File: config.mk
export PLATFORM = sky130hd
export DESIGN_NAME = cp0_unit
export DESIGN_NICKNAME = d
export VERILOG_FILES = /design/src/rtl/cp0_pkg.sv /design/src/rtl/cp0_unit.sv
export SDC_FILE = /design/constraint.sdc
export NUM_CORES = 1
export LEC_CHECK = 0
export CORE_UTILIZATION = 38
export CTS_CLUSTER_DIAMETER = 150
export DETAILED_ROUTE_END_ITERATION = 7
export PLACE_DENSITY = 0.82
export SYNTH_ARGS = -nofsm -noshare
export SYNTH_HDL_FRONTEND = slang
export SYNTH_SLANG_ARGS = --single-unit
File: constraint.sdc
create_clock -name clk -period 3 [get_ports clk]
set_input_delay 0.45 -clock clk [delete_from_list [all_inputs] [get_ports clk]]
set_output_delay 0.45 -clock clk [all_outputs]
set_load 0.1 [all_outputs]
File: src/rtl/cp0_pkg.sv
// Shared CP0 definitions: register numbers, exception codes and field positions
// used by the coprocessor-0 block and anything that decodes its registers.
package cp0_pkg;

  localparam logic [4:0] REG_SR    = 5'd12;
  localparam logic [4:0] REG_CAUSE = 5'd13;
  localparam logic [4:0] REG_EPC   = 5'd14;
  localparam logic [4:0] REG_PRID  = 5'd15;

  localparam logic [4:0] EXC_INT  = 5'd0;
  localparam logic [4:0] EXC_ADEL = 5'd4;
  localparam logic [4:0] EXC_ADES = 5'd5;
  localparam logic [4:0] EXC_RI   = 5'd10;
  localparam logic [4:0] EXC_OV   = 5'd12;

  localparam int SR_IE_BIT    = 0;
  localparam int SR_EXL_BIT   = 1;
  localparam int IM_LSB       = 10;
  localparam int IP_LSB       = 10;
  localparam int INT_W        = 6;
  localparam int CAUSE_BD_BIT = 31;
  localparam int EXC_LSB      = 2;
  localparam int EXC_W        = 5;

  // EPC always holds a word address
  function automatic logic [31:0] word_align(input logic [31:0] v);
    return v & 32'hFFFF_FFFC;
  endfunction

endpackage

File: src/rtl/cp0_unit.sv
// Coprocessor 0: SR/Cause/EPC/PRId, interrupt and exception entry, eret.
// Single-cycle decision: intreq is combinational, state updates at the edge.
module cp0_unit
  import cp0_pkg::*;
#(
  parameter int          NUM_HWINT  = 6,
  parameter logic [31:0] PRID_VAL   = 32'h0000_0000,
  parameter bit          EPC_BYPASS = 1'b1
) (
  input  logic                 clk,
  input  logic                 clr,
  input  logic                 we,
  input  logic [4:0]           addr,
  input  logic [31:0]          wd,
  output logic [31:0]          rd,
  input  logic [31:0]          pc8_m,
  input  logic                 bd,
  input  logic [4:0]           exccode,
  input  logic                 exlclr,
  input  logic [NUM_HWINT-1:0] hwint,
  output logic                 intreq,
  output logic [31:0]          epc,
  output logic                 exl
);

  localparam logic [INT_W-1:0] HW_MASK = INT_W'((1 << NUM_HWINT) - 1);

  logic [INT_W-1:0] im_q, im_d;
  logic [INT_W-1:0] ip_q, ip_d;
  logic             exl_q, exl_d;
  logic             ie_q, ie_d;
  logic             bd_q, bd_d;
  logic [EXC_W-1:0] exc_q, exc_d;
  logic [31:0]      epc_q, epc_d;

  logic [INT_W-1:0] hw_ext;
  logic             int_pending;
  logic             wr_sr;
  logic             wr_epc;
  logic [31:0]      epc_exc;

  always_comb begin
    hw_ext = '0;
    hw_ext[NUM_HWINT-1:0] = hwint;
  end

  assign int_pending = ie_q & (|(ip_q & im_q));
  assign intreq      = ~exl_q & (int_pending | (exccode != EXC_INT));
  assign wr_sr       = we & ~intreq & (addr == REG_SR);
  assign wr_epc      = we & ~intreq & (addr == REG_EPC);
  // Delay-slot instructions restart at the branch, one word earlier
  assign epc_exc     = word_align(bd ? (pc8_m - 32'd12) : (pc8_m - 32'd8));

  always_comb begin
    im_d  = im_q;
    ip_d  = hw_ext & HW_MASK;
    exl_d = exl_q;
    ie_d  = ie_q;
    bd_d  = bd_q;
    exc_d = exc_q;
    epc_d = epc_q;
    if (intreq) begin
      exl_d = 1'b1;
      bd_d  = bd;
      exc_d = int_pending ? EXC_INT : exccode;
      epc_d = epc_exc;
    end else begin
      if (wr_sr) begin
        im_d  = wd[IM_LSB +: INT_W] & HW_MASK;
        exl_d = wd[SR_EXL_BIT];
        ie_d  = wd[SR_IE_BIT];
      end
      if (wr_epc) begin
        epc_d = word_align(wd);
      end
      // eret overrides a simultaneous mtc0 to SR for the EXL bit
      if (exlclr) begin
        exl_d = 1'b0;
      end
    end
  end

  always_ff @(posedge clk or posedge clr) begin
    if (clr) begin
      im_q  <= '0;
      ip_q  <= '0;
      exl_q <= 1'b0;
      ie_q  <= 1'b0;
      bd_q  <= 1'b0;
      exc_q <= '0;
      epc_q <= '0;
    end else begin
      im_q  <= im_d;
      ip_q  <= ip_d;
      exl_q <= exl_d;
      ie_q  <= ie_d;
      bd_q  <= bd_d;
      exc_q <= exc_d;
      epc_q <= epc_d;
    end
  end

  always_comb begin
    rd = '0;
    case (addr)
      REG_SR: begin
        rd[IM_LSB +: INT_W] = im_q;
        rd[SR_EXL_BIT]      = exl_q;
        rd[SR_IE_BIT]       = ie_q;
      end
      REG_CAUSE: begin
        rd[CAUSE_BD_BIT]      = bd_q;
        rd[IP_LSB +: INT_W]   = ip_q;
        rd[EXC_LSB +: EXC_W]  = exc_q;
      end
      REG_EPC:  rd = epc_q;
      REG_PRID: rd = PRID_VAL;
      default:  rd = '0;
    endcase
  end

  assign epc = (EPC_BYPASS && we && (addr == REG_EPC)) ? word_align(wd) : epc_q;
  assign exl = exl_q;

endmodule

### Word level (Yosys, flattened, before mapping)

Cells that the tools add are included.
W data, S select, Z words.

| word-level totals | value |
|---|---|
| register bits | 52 |
| logic and storage cells | 41 |
| output and inout bits | 66 |
| input port bits | 85 |

| operators by class | value |
|---|---|
| multiplexer cells | 14 |
| reductions and logical operators | 6 |
| equal/unequal tests | 3 |
| $add $sub $neg | 2 |
| bitwise gates (word level) | 9 |

Operators with widths:

| operator | count |
|---|---|
| $mux W32 | 4 |
| $sub A32 B4 Y32 const B | 2 |
| $pmux W6 S3 | 1 |
| $eq A5 B4 Y1 const B | 3 |
| $mux W15 | 1 |
| $pmux W5 S2 | 1 |
| $and A6 B6 Y6 | 1 |
| $reduce_or A6 Y1 | 1 |
| $and A1 B1 Y1 | 5 |
| $mux W5 | 1 |
| $reduce_bool A5 Y1 | 1 |
| $pmux W2 S2 | 1 |
| $mux W1 | 3 |
| $mux W3 | 1 |
| $reduce_bool A3 Y1 | 1 |
| $not A1 Y1 | 2 |
| $pmux W1 S2 | 1 |
| $reduce_and A2 Y1 | 1 |
| $reduce_bool A2 Y1 | 1 |
| $logic_and A1 B1 Y1 | 1 |
| $or A1 B1 Y1 | 1 |

### Logic depth before layout (Yosys ltp)

Gate-level depths: netlist (run 1).

| logic depth | value |
|---|---|
| word-level depth | 11 |
| gate-level depth with buffers | 8 |

### Least setup slack after synthesis (run 1)

OpenSTA, ideal clock, no wires.

| path | value |
|---|---|
| path kind | register to output |
| start | reg exl_q, in the netlist exl |
| end | out rd[1] |
| arrival | 3.240 ns |
| setup slack | -0.690 ns |
| path buffers | 0 |
| stages on the path, launching flop included | 2 |
| data required time | 2.550 ns |
| path through | dfrtp_1 > nor3b_1 |

| between the ends | value |
|---|---|
| word-level cells in the longest chain between the ends | 1 |

RTL lines:

| element | RTL line | text |
|---|---|---|
| from (decl) | cp0_unit.sv:30 | `logic exl_q, exl_d;` |
| from (signal assigned) | cp0_unit.sv:95 | `exl_q <= exl_d;` |
| $pmux W2 S2 | cp0_unit.sv:105 | `case (addr)` |
| to (decl) | cp0_unit.sv:15 | `output logic [31:0] rd,` |

No other way between the ends.

### Worst setup path in the final report (run 1)

| path | value |
|---|---|
| start | in addr[3] |
| end | out rd[31] |

| between the ends | value |
|---|---|
| word-level cells in the longest chain between the ends | 2 |
| elaborated cells on any way between the ends | 3 |
| those cells by class | 2 x eq/ne; 1 x mux |

RTL lines:

| element | RTL line | text |
|---|---|---|
| from (decl) | cp0_unit.sv:13 | `input logic [4:0] addr,` |
| $eq A5 B4 Y1 | cp0_unit.sv:105 |  |
| $pmux W1 S2 (*) | cp0_unit.sv:105 |  |

Every way passes the cells marked *; elsewhere a longest branch is shown, timed or not.

==> flow_metrics.env, run 1 <==
export IMPL_synth_top_area_cell="dfrtp_1"
export IMPL_cts_setup_buffers=0
export IMPL_finalHoldViolCount=0
export IMPL_cts_sinks=50
export IMPL_hp_class="reg -> reg"
export IMPL_crit_chain="clkdlybuf4s50_1, nand2_1, or3_1, nor2_1, a22o_1, buf_12"
export IMPL_coreArea_um2=7850
export IMPL_r2r_start="ip_q[2]"
export IMPL_cellLeakagePower_nw=2.16
export IMPL_ys_seq_area_share_pct=39.9
export IMPL_synth_seq_cells=50
export IMPL_grt_overflow_total=0
export IMPL_worst_path_max_fanout=10
export IMPL_slowest_delay_ns=0.50
export IMPL_clock_skew_ns=0.00856
export IMPL_antenna_found_initial=0
export IMPL_cts_root_buf="clkbuf_8"
export IMPL_cts_max_level=2
export IMPL_fp_dieW_um=92.9
export IMPL_cts_buffer_depth=2
export IMPL_period_share_pct=95.5
export IMPL_drtPass1Iterations=4
export IMPL_grt_pass1_vias=3404
export IMPL_maxCapViolCount=0
export IMPL_critical_path_arrival_ns=2.41
export IMPL_io_buffers=146
export IMPL_start_util_pct=40.0
export IMPL_vias=3136
export IMPL_setup_slack_ns=0.135
export IMPL_place_hpwl_um=7840
export IMPL_worstMarginPinSlew_ns=1.09
export IMPL_clock_latency_ns=0.30
export IMPL_cp_slowest_cell="or3_1"
export IMPL_dp_slack_ns=0.0309
export IMPL_yosys_area_top_type_share_pct=39.9
export IMPL_io_pins=151
export IMPL_fillers=596
export IMPL_routabilityCongestion=0.808
export IMPL_grt_max_degree=51
export IMPL_avgSynthCellArea_um2=9.45
export IMPL_path_class="in -> out"
export IMPL_netlist_area_um2=3140
export IMPL_drt_iter0_markers=92
export IMPL_dieArea_um2=8620
export IMPL_slew_limit_headroom_pct=26.8
export IMPL_cts_buffers=5
export IMPL_postPlaceCellArea_um2=5420
export IMPL_area_growth_syn_to_layout_pct=75.7
export IMPL_r2r_slack_ns=0.93
export IMPL_worst_path_buf_inv=2
export IMPL_rows=32
export IMPL_required_ns=2.55
export IMPL_cts_tree="yes"
export IMPL_chipHeight_um=92.9
export IMPL_synth_cells=332
export IMPL_via_per_inst=5.39
export IMPL_setup_viol=0
export IMPL_hold_depth=1
export IMPL_rr_worst_depth=7
export IMPL_drive_gt1_share_pct=29.4
export IMPL_end_kind="output pin"
export IMPL_finalCriticalPeriod_ns=2.86
export IMPL_status="completed"
export IMPL_synth_area_leaders="dfrtp_1 40%, mux2_2 14%, xnor2_1 7.0%"
export IMPL_async_reset_ff_share_pct=100
export IMPL_grt_first_pass_wirelength_um=16500
export IMPL_holdBufCountCts=0
export IMPL_fmax_ghz=0.349
export IMPL_crit_path_start_kind="input pin"
export IMPL_synth_edf_count=0
export IMPL_hp_start="bd_q"
export IMPL_cts_resized=0
export IMPL_nets=567
export IMPL_maxSlewViolCount=0
export IMPL_drc_errors=0
export IMPL_track_usage_pct=24.5
export IMPL_fin_area_um2=5510
export IMPL_peakVddDrop_uv=894
export IMPL_wl_per_cell_um=17.6
export IMPL_whs_endpoint="bd_q"
export IMPL_totalWireLength_um=10200
export IMPL_synthFlopType="dfrtp_1"
export IMPL_reg2reg_to="im_q[3]"
export IMPL_crit_family="simple AND/OR/NAND/NOR gates"
export IMPL_rsz0062_at_grt="false"
export IMPL_antenna_cells=0
export IMPL_multiInputGateArea_um2=1800
export IMPL_netlist_top_cells_count="50 x dfrtp_1, 39 x mux2_2, 37 x nor2_1, 27 x a21oi_1, 25 x xnor2_1"
export IMPL_ant_nets=0
export IMPL_yosysUniqueCellTypes=35
export IMPL_power_density_nw_per_um2=961
export IMPL_ys_warn_count=0
export IMPL_seqCellArea_um2=1250
export IMPL_synth_most_common_cell="dfrtp_1"
export IMPL_clk_pin_slew_ns=0.10
## through the flow
| stage | hold WS [ns] | util, % | std cells | power [mW] | setup TNS, ns |
|---|---|---|---|---|---|
| floorplan | 0.481 | - | 333 | 3.52 | -3.54 |
| global placement | 0.492 | 69.1 | 574 | 4.86 | 0 |
| detailed placement | 0.506 | 69.1 | 574 | 4.92 | 0 |
| CTS | 0.529 | 70.2 | 582 | 5.33 | 0 |
| global route | 0.542 | 70.2 | 582 | 5.52 | 0 |
| finish | 0.527 | 70.2 | 582 | 5.30 | 0 |
## how the worst max path moves through the flow
stage / cells past startpoint / start / endpoint / slack, ns
2_1_floorplan: 3 / addr[1] / rd[10] / -0.59
3_3_place_gp: 7 / pc8_m[8] / epc_q[27] / 0.09
3_5_place_dp: 7 / pc8_m[8] / epc_q[23] / 0.03
4_1_cts: 6 / addr[2] / rd[31] / 0.12
5_1_grt: 6 / addr[2] / rd[5] / 0.02
6_report: 6 / addr[3] / rd[31] / 0.14
## placed cells by master, fill, tap and decap left out, types with 2 or more instances in the layout
cell type,Yosys,layout
a21oi_1,27,27
a22o_1,9,9
a31o_2,3,3
a31oi_1,4,3
and2_1,18,18
buf_12,0,64
buf_4,2,16
clkbuf_8,0,5
clkdlybuf4s50_1,0,82
conb_1,1,2
dfrtp_1,50,50
ha_1,3,3
inv_1,6,5
mux2_2,39,39
mux2i_1,8,8
nand2_1,10,10
nand3_1,4,4
nor2_1,37,36
nor2b_1,4,4
nor3_1,11,11
nor3b_2,0,3
nor4_1,13,13
o21a_1,2,2
o21ai_0,10,9
o31ai_1,4,4
or2_2,3,3
or3_1,8,8
or4_1,2,2
xnor2_1,25,25
## sequential cells by signal (all words and copies together) (netlist names)
register	count
exl	1
exc_q	5
ip_q	6
ie_q	1
im_q	6
epc_q	30
bd_q	1
## cells by family (layout without fill, tap and decap cells)
| family | Yosys count | count (layout) | share of synthesized area (%) |
|---|---|---|---|
| compound gates | 61 | 61 | 12.0 |
| xor+xnor | 25 | 25 | 6.98 |
| fa+ha+maj | 3 | 3 | 1.20 |
| buf+inv | 29 | 176 | 3.99 |
| flops | 50 | 50 | 39.9 |
| mux | 47 | 47 | 16.6 |
| other cells | 1 | 2 | 0.120 |
| simple gates | 116 | 116 | 19.3 |
## per-layer routing
metal	vias to the layer above	global-route usage, %	share of wire [%]
met2	131	44.3	52
met1	1524	28.9	39
met4	0	7.31	1.9
li1	1465	-	-
met3	16	5.17	6.5
met5	-	0	0
## final cells by class
type / count / share of cell area, %
clock buffer: 5 / 1.25
clock inverter: 3 / 0.386
inverter: 6 / 0.409
multi-input combinational: 254 / 32.6
sequential: 50 / 22.7
tap: 102 / 2.32
timing repair buffer: 162 / 40.3
## power breakdown
group	switching, mW	total [mW]	internal [mW]	leakage, nW
Sequential	0.153	1.10	0.949	0.579
Combinational	2.43	3.80	1.36	1.54
Clock	0.234	0.399	0.165	0.0441
Total	2.82	5.30	2.48	2.16
No activity file was read; power rests on OpenSTA's default activity.
==> inputs of run 2 (changes only) <==
- CORE_UTILIZATION: 38 -> 41
- PLACE_DENSITY: 0.82 -> 0.87
==> run 2 against run 1 <==
Effect of this change:
- maximum frequency is 0.29% higher
- highest routed layer unchanged
- clock power is 21% higher
- via count is 0.51% lower
- combinational power hardly changed
==> flow_metrics.env, run 2 (synthesis results as in run 1) <==
export IMPL_status="completed"
export IMPL_place_hpwl_um=7820
export IMPL_top_regs="epc_q (30), im_q (6), ip_q (6)"
export IMPL_critical_path_arrival_ns=2.41
export IMPL_final_common_cell="clkdlybuf4s50_1"
export IMPL_required_ns=2.55
export IMPL_via_per_inst=5.39
export IMPL_cts_sinks=50
export IMPL_final_cell_mix="82 x clkdlybuf4s50_1, 63 x buf_12, 50 x dfrtp_1"
export IMPL_finalCriticalPeriod_ns=2.86
export IMPL_setup_viol=0
export IMPL_power_frac_seq_pct=20.6
export IMPL_worstMarginPinSlew_ns=1.11
export IMPL_chipHeight_um=89.5
export IMPL_path_class="in -> out"
export IMPL_setup_slack_ns=0.143
export IMPL_power_density_nw_per_um2=976
export IMPL_postPlaceCellArea_um2=5400
export IMPL_cts_setup_buffers=0
export IMPL_seqCellArea_um2=1250
export IMPL_drc_errors=0
export IMPL_area_growth_syn_to_layout_pct=75.8
export IMPL_antenna_cells=0
export IMPL_worst_path_max_fanout=10
export IMPL_slew_limit_headroom_pct=25.6
export IMPL_cts_buffers=5
export IMPL_routabilityCongestion=0.834
export IMPL_cts_resized=0
export IMPL_fillers=476
export IMPL_hp_class="in -> async"
export IMPL_grt_pass1_vias=3375
export IMPL_drtPass1Iterations=4
export IMPL_intPower_mw=2.55
export IMPL_totalWireLength_um=10000
export IMPL_cts_tree="yes"
export IMPL_setup_tns_ns=0
export IMPL_cts_max_level=2
export IMPL_cellLeakagePower_nw=2.17
export IMPL_regMostFlops="epc_q"
export IMPL_grt_first_pass_wirelength_um=15800
export IMPL_fin_area_um2=5510
export IMPL_grt_overflow_total=0
export IMPL_drt_iter0_markers=104
export IMPL_coreArea_um2=7330
export IMPL_holdBufCountCts=0
export IMPL_p_clk_share_pct=8.9
export IMPL_rows=31
export IMPL_finalHoldViolCount=0
export IMPL_maxSlewViolCount=0
export IMPL_multiInputGateArea_um2=1800
export IMPL_grt_max_degree=33
export IMPL_fp_dieW_um=89.5
export IMPL_maxCapViolCount=0
export IMPL_clock_skew_ns=0.0112
export IMPL_io_pins=151
export IMPL_p_total_mw=5.38
export IMPL_io_buffers=146
export IMPL_clk_pin_slew_ns=0.10
export IMPL_rsz0062_at_grt="false"
export IMPL_crit_path_start_kind="input pin"
export IMPL_vias=3120
export IMPL_cts_root_buf="clkbuf_8"
export IMPL_swShare_pct=52.5
export IMPL_start_util_pct=42.8
export IMPL_end_kind="output pin"
export IMPL_fmax_ghz=0.350
export IMPL_pwr_share_comb_pct=70.5
export IMPL_cts_buffer_depth=2
export IMPL_dieArea_um2=8000
export IMPL_largest_register_ffs=30
export IMPL_rr_worst_depth=6
export IMPL_peakVddDrop_uv=785
export IMPL_wl_per_cell_um=17.3
export IMPL_period_share_pct=95.2
export IMPL_drive_gt1_share_pct=29.2
export IMPL_nets=567
export IMPL_p_switching_mw=2.83
export IMPL_track_usage_pct=26.4
export IMPL_ant_nets=0
export IMPL_clock_latency_ns=0.31
export IMPL_dp_slack_ns=0.0202
export IMPL_antenna_found_initial=0
[run 2: stage by stage]
| stage | std cells | util [%] | hold slack (ns) |
|---|---|---|---|
| floorplan | 333 | - | 0.481 |
| global placement | 571 | 73.7 | 0.492 |
| detailed placement | 571 | 73.7 | 0.497 |
| CTS | 579 | 75.2 | 0.506 |
| global route | 579 | 75.2 | 0.539 |
| finish | 579 | 75.2 | 0.498 |
[run 2: metal layers]
layer  routed length [um]  share of wire (%)  global-route usage, %  vias up
met2                 5250                 52                   48.6      134
met5                    0                  0                      0        -
met1                 3930                 39                   29.6     1503
met3                  662                6.6                   6.28       16
li1                     -                  -                      -     1467
met4                  167                1.7                   9.96        0
[run 2: final cells by class]
type / count / share of cell area (%)
timing repair buffer: 162 / 40.1
clock inverter: 2 / 0.681
tap: 99 / 2.25
multi-input combinational: 254 / 32.6
inverter: 6 / 0.408
sequential: 50 / 22.7
clock buffer: 6 / 1.32
[run 2: final timing paths]
| check | startpoint | slack [ns] | to |
|---|---|---|---|
| setup / recovery | addr[2] | 0.14 | rd[31] |
| min in group clk | bd_q | 0.52 | bd_q |
| setup reg to reg | im_q[2] | 0.86 | epc_q[5] |
| hold / removal | clr | 0.50 | epc_q[2] |
| max in group asynchronous | clr | 2.18 | epc_q[14] |
| hold reg to reg | bd_q | 0.52 | bd_q |
[run 2: critical path, stage by stage]
cell,delay [ns]
clkdlybuf4s50_1,0.49
nand2_1,0.05
or3_1,0.48
nor2_1,0.49
a22o_1,0.26
buf_12,0.18
[run 2: power groups by stage]
stage          clock network [mW]  logic, mW  registers (mW)
2_1_floorplan                   0       2.42            1.10
3_3_place_gp                    0       3.74            1.10
3_5_place_dp                    0       3.81            1.11
4_1_cts                     0.486       3.82            1.11
5_1_grt                     0.517       3.94            1.14
6_report                    0.481       3.79            1.11
